## src/rtl/fwd_hazard_scoreboard.sv

```systemverilog
// Forwarding/hazard scoreboard: shadows the E/M/W destination fields to produce registered
// ALU-operand forwarding selects, a combinational branch-operand select and a load-use stall.
module fwd_hazard_scoreboard #(
    parameter int ADDR_W   = 3,
    parameter int NUM_SRC  = 2,
    parameter int LOAD_LAT = 1
) (
    input  logic                      clk,
    input  logic                      rst,
    input  logic                      id_valid,
    input  logic [NUM_SRC*ADDR_W-1:0] id_src_addr,
    input  logic [NUM_SRC-1:0]        id_src_used,
    input  logic                      id_rw,
    input  logic                      id_mtr,
    input  logic                      id_is_in,
    input  logic [ADDR_W-1:0]         id_dst_addr,
    input  logic [ADDR_W-1:0]         br_src_addr,
    input  logic                      br_check,
    input  logic                      flush,
    output logic                      stall,
    output logic [NUM_SRC*2-1:0]      ex_fwd_sel,
    output logic [1:0]                br_fwd_sel
);

    generate
        if (LOAD_LAT < 1 || LOAD_LAT > 3) begin : g_bad_load_lat
            $error("fwd_hazard_scoreboard: LOAD_LAT must be in 1..3, got %0d", LOAD_LAT);
        end
    endgenerate

    localparam logic [1:0] CNT_LOAD = 2'(LOAD_LAT - 1);

    logic              r_e_v, r_e_rw, r_e_mtr, r_e_is_in;
    logic [ADDR_W-1:0] r_e_dst;
    logic              r_m_v, r_m_rw, r_m_mtr, r_m_is_in;
    logic [ADDR_W-1:0] r_m_dst;
    logic              r_w_v, r_w_rw;
    logic [ADDR_W-1:0] r_w_dst;
    logic [1:0]        r_cnt;
    logic [NUM_SRC*2-1:0] r_ex_fwd_sel;

    logic                 w_e_late, w_m_late;
    logic                 w_e_wr, w_m_wr, w_w_wr;
    logic [NUM_SRC-1:0]   w_src_hz;
    logic                 w_br_hz, w_hazard;
    logic [NUM_SRC*2-1:0] w_sel_next;

    assign w_e_late = r_e_mtr | r_e_is_in;
    assign w_m_late = r_m_mtr | r_m_is_in;
    assign w_e_wr   = r_e_v & r_e_rw;
    assign w_m_wr   = r_m_v & r_m_rw;
    assign w_w_wr   = r_w_v & r_w_rw;

    genvar gi;
    generate
        for (gi = 0; gi < NUM_SRC; gi++) begin : g_src
            logic [ADDR_W-1:0] w_src;
            logic              w_e_hit, w_m_hit;
            assign w_src    = id_src_addr[gi*ADDR_W +: ADDR_W];
            assign w_e_hit  = w_e_wr & (r_e_dst == w_src);
            assign w_m_hit  = w_m_wr & (r_m_dst == w_src);
            assign w_src_hz[gi] = id_src_used[gi] & id_valid & w_e_hit & w_e_late;
            // Younger E result wins over M when both target the same register.
            assign w_sel_next[gi*2 +: 2] = !id_src_used[gi]       ? 2'd0 :
                                           (w_e_hit & !w_e_late) ? 2'd2 :
                                           w_m_hit               ? 2'd1 : 2'd0;
        end
    endgenerate

    assign w_br_hz  = br_check & w_e_wr & w_e_late & (r_e_dst == br_src_addr);
    assign w_hazard = (|w_src_hz) | w_br_hz;

    assign stall      = !rst & ((w_hazard & !flush) | (r_cnt != 2'd0));
    assign ex_fwd_sel = r_ex_fwd_sel;

    always_comb begin
        br_fwd_sel = 2'd0;
        if (!rst && br_check) begin
            if (w_e_wr && !w_e_late && r_e_dst == br_src_addr)
                br_fwd_sel = 2'd1;
            else if (w_m_wr && !w_m_late && r_m_dst == br_src_addr)
                br_fwd_sel = 2'd2;
            else if (w_w_wr && r_w_dst == br_src_addr)
                br_fwd_sel = 2'd3;
        end
    end

    always_ff @(posedge clk or posedge rst) begin
        if (rst) begin
            r_e_v <= 1'b0; r_e_rw <= 1'b0; r_e_mtr <= 1'b0; r_e_is_in <= 1'b0; r_e_dst <= '0;
            r_m_v <= 1'b0; r_m_rw <= 1'b0; r_m_mtr <= 1'b0; r_m_is_in <= 1'b0; r_m_dst <= '0;
            r_w_v <= 1'b0; r_w_rw <= 1'b0; r_w_dst <= '0;
            r_cnt        <= 2'd0;
            r_ex_fwd_sel <= '0;
        end else begin
            r_w_v     <= r_m_v;
            r_w_rw    <= r_m_rw;
            r_w_dst   <= r_m_dst;
            r_m_v     <= r_e_v & !flush;
            r_m_rw    <= r_e_rw;
            r_m_mtr   <= r_e_mtr;
            r_m_is_in <= r_e_is_in;
            r_m_dst   <= r_e_dst;
            if (stall) begin
                r_e_v <= 1'b0; r_e_rw <= 1'b0; r_e_mtr <= 1'b0; r_e_is_in <= 1'b0; r_e_dst <= '0;
            end else begin
                r_e_v     <= id_valid & !flush;
                r_e_rw    <= id_rw;
                r_e_mtr   <= id_mtr;
                r_e_is_in <= id_is_in;
                r_e_dst   <= id_dst_addr;
            end
            if (flush)
                r_cnt <= 2'd0;
            else if (w_hazard && r_cnt == 2'd0)
                r_cnt <= CNT_LOAD;
            else if (r_cnt != 2'd0)
                r_cnt <= r_cnt - 2'd1;
            r_ex_fwd_sel <= (flush || stall) ? '0 : w_sel_next;
        end
    end

endmodule

```

## config.mk

```make
export PLATFORM = sky130hd
export DESIGN_NAME = fwd_hazard_scoreboard
export DESIGN_NICKNAME = d
export VERILOG_FILES = /design/src/rtl/fwd_hazard_scoreboard.sv
export SDC_FILE = /design/constraint.sdc
export NUM_CORES = 1
export LEC_CHECK = 0
export ABC_AREA = 0
export CORE_MARGIN = 2
export CORE_UTILIZATION = 47
export CTS_CLUSTER_DIAMETER = 40
export DETAILED_ROUTE_END_ITERATION = 10
export PLACE_DENSITY = 0.77
export REMOVE_ABC_BUFFERS = 1
export SLEW_MARGIN = 20
export SYNTH_ARGS = -nofsm -noshare
export SYNTH_HDL_FRONTEND = slang
export SYNTH_SLANG_ARGS = --single-unit
```

## constraint.sdc

```tcl
create_clock -name clk -period 2.7 [get_ports clk]
set_input_delay 0.54 -clock clk [delete_from_list [all_inputs] [get_ports clk]]
set_output_delay 0.54 -clock clk [all_outputs]
set_load 0.01 [all_outputs]
```

==> flow_summary.ini <==
[critical_path]
regToRegStartpoint = r_e_dst[2]
rrSetupSlack_ns = 0.84
ff2ff_path_depth = 6
crit_type = input pin to output pin
start_kind = input pin
worstPathArrival_ns = 2.13
critPathMaxFanout = 2
end_kind = output pin
cp_data_required_time_ns = 2.16
worstReg2RegEnd = r_e_v

[clock_tree]
cts_hold_buf = 0
clockBufferDepth = 2
numClockSinks = 25
numCtsBuffers = 3
clk_pin_slew_ns = 0.12
cts-root-buf = clkbuf_4
tritoncts = done
htree_levels = 1
clkLatencyLatePin_ns = 0.31

[sta]
slew_headroom_pct = 78.4
fmax_mhz = 374
final_max_slew_viol_count = 0
worst_slack_ns = 0.0273
fin_crit_ns = 2.67
min_period_over_period_pct = 99.0
skew_ns = 0.00469
tightestPinTransition_ns = 0.320
final-setup-viol-count = 0
rsz0062_at_grt = true
finalHoldViolCount = 0

[cells_and_area]
diodes = 0
fillers = 159
multiInputGateArea_um2 = 528
final_util_pct = 74.5
layout-drive-gt1-share_pct = 27.3
nNetsFinal = 173
area_delta_synth_final_pct = 46.3
final-seq-area_um2 = 626
instances_no_fill = 178
final_cell_area_mm2 = 0.00168

[die]
die_x_um = 53.4
die_h_um = 53.4
start_util_pct = 50.9
dieArea_mm2 = 0.00285
core_mm2 = 0.00225
rows = 17
io_pins = 29

[placement]
io_buffers = 28
routabilityCongestion = 0.779
placed_area_mm2 = 0.00165
dp_cells = 173
post-dp-hpwl_mm = 2.24
dp_slack_ns = -0.639

[route]
ant_nets = 0
drt_iter0_drc = 9
drt-total-wl_mm = 2.78
drtPass1Iterations = 4
via_per_inst = 5.21
drc_errors = 0
vias = 928
wire_per_inst_um = 15.6

[power]
vdd_drop_max_mv = 0.346
leakagePower_nw = 0.718
p_total_mw = 0.688
power.density_mw_per_mm2 = 410

[worst_hold_path]
hold_class = register to register
hold_path_depth = 0
hold_end = r_w_v
hp-start = r_m_v

[global_route]
grt_pass1_wl_mm = 4.60
grt_pass1_vias = 1065
grt.overflow.total = 0
grtUsageTotal_pct = 23.2
antenna_found_initial = 0
grt_max_degree = 15

[outcome]
outcome = finished clean

[synthesis]
yosys_warnings = 0
ys_ff_latch = 25
syn_area_mm2 = 0.00115
syn_inst = 93
synth_area_per_cell_um2 = 12.3
yosysSeqAreaShare_pct = 54.5
synth_cell_types = 26

[flow_run]
max_cap_violations = 0
==> placed cells by master, fill, tap and decap left out <==
cell              n
nand3_1           3
dlygate4sd2_1     3
nor4_1            5
nand2_1           5
or3_4             1
buf_2             3
o31ai_1           1
nor2_1            3
buf_6             1
and3b_1           1
xor2_1            7
or3b_2            1
nor3_1            1
o21ba_2           2
inv_1             1
buf_4            25
clkbuf_1          1
xnor2_1          13
nor4b_1           1
a21oi_1           1
nor2b_1           1
nor3b_1           8
xnor2_2           1
o41ai_4           1
clkbuf_4          3
o21ai_0           2
clkdlybuf4s50_1  22
a2111oi_4         1
nand4_1           4
or4_4             2
dfrtp_1          25
or2_1             1
==> worst max-delay path: stages <==
cell	delay (ns)
clkdlybuf4s50_1	0.45
xnor2_1	0.27
nand4_1	0.22
a2111oi_4	0.36
or2_1	0.16
buf_2	0.12
==> power breakdown <==
group / internal (mW) / switching, mW
Sequential: 0.389 / 0.0118
Combinational: 0.0739 / 0.0520
Clock: 0.0577 / 0.104
==> per-layer routing <==
metal	track usage, %	routed length [um]	vias to the layer above
li1	-	-	446
met1	27.3	1140	456
met2	42.0	1500	24
met3	2.54	118	2
met4	9.83	16	0
met5	0	0	-
==> state kept, by name (all words and copies together), names as in the netlist <==
| register | cells |
|---|---|
| ex_fwd_sel | 4 |
| r_cnt | 2 |
| r_e_dst | 3 |
| r_e_is_in | 1 |
| r_e_mtr | 1 |
| r_e_rw | 1 |
| r_e_v | 1 |
| r_m_dst | 3 |
| r_m_is_in | 1 |
| r_m_mtr | 1 |
| r_m_rw | 1 |
| r_m_v | 1 |
| r_w_dst | 3 |
| r_w_rw | 1 |
| r_w_v | 1 |
==> synthesized netlist by cell type <==
master     instances  area share, %
o21ba_2            2            1.7
a21oi_1            1           0.44
o21ai_0            2           0.87
nor2b_1            1           0.55
or4_1              1           0.65
or2_1              1           0.55
nor2_1             3           0.98
nor3_1             1           0.44
xnor2_1           14             11
or3b_2             1           0.76
or3_2              1           0.65
o31ai_1            1           0.65
o41ai_4            1            2.4
or4_4              1           0.98
a2111oi_4          1            2.4
dfrtp_1           25             55
nand4_1            4            2.2
nor4b_1            1           0.76
nand2_1            5            1.6
buf_2              1           0.44
xor2_1             7            5.3
inv_1              1           0.33
and3b_1            1           0.76
nor4_1             5            2.7
nand3_1            3            1.3
nor3b_1            8            5.2
==> cell families after synthesis <==
kind of cell    after synthesis  share of synthesized area, %
xor+xnor                     21                          16.0
compound gates                8                          8.51
flops                        25                          54.5
simple gates                 37                          20.2
buf+inv                       2                         0.763
==> per-stage QoR <==
step           hold slack (ns)  TNS, ns
6_report                 0.397        0
5_1_grt                  0.415  -0.0598
4_1_cts                  0.399        0
3_5_place_dp             0.371    -1.80
3_3_place_gp             0.356    -1.71
2_1_floorplan            0.354        0
==> layout make-up <==
cell class	instances	area share, %
inverters	1	0.224
repair buffers	54	27.4
multi-input cells	66	31.4
well taps	28	2.09
clock buffers	4	1.56
flip-flops and latches	25	37.3
==> how the worst max path moves through the flow <==
stage / start / to / slack (ns) / cells after the start
4_1_cts: br_src_addr[2] / stall / 0.02 / 7
2_1_floorplan: rst / stall / 0.23 / 4
5_1_grt: id_src_addr[3] / stall / -0.06 / 6
6_report: id_src_addr[3] / stall / 0.03 / 6
3_5_place_dp: br_src_addr[2] / stall / -0.64 / 7
3_3_place_gp: br_src_addr[2] / stall / -0.61 / 7
==> what timing repair did <==
action,CTS,global route
pin swaps,2,2
gates resized for setup,17,2
setup endpoints to repair,3,1
gates cloned,0,0
setup buffers,0,1
Note: power is estimated with default switching activity, not from simulation.
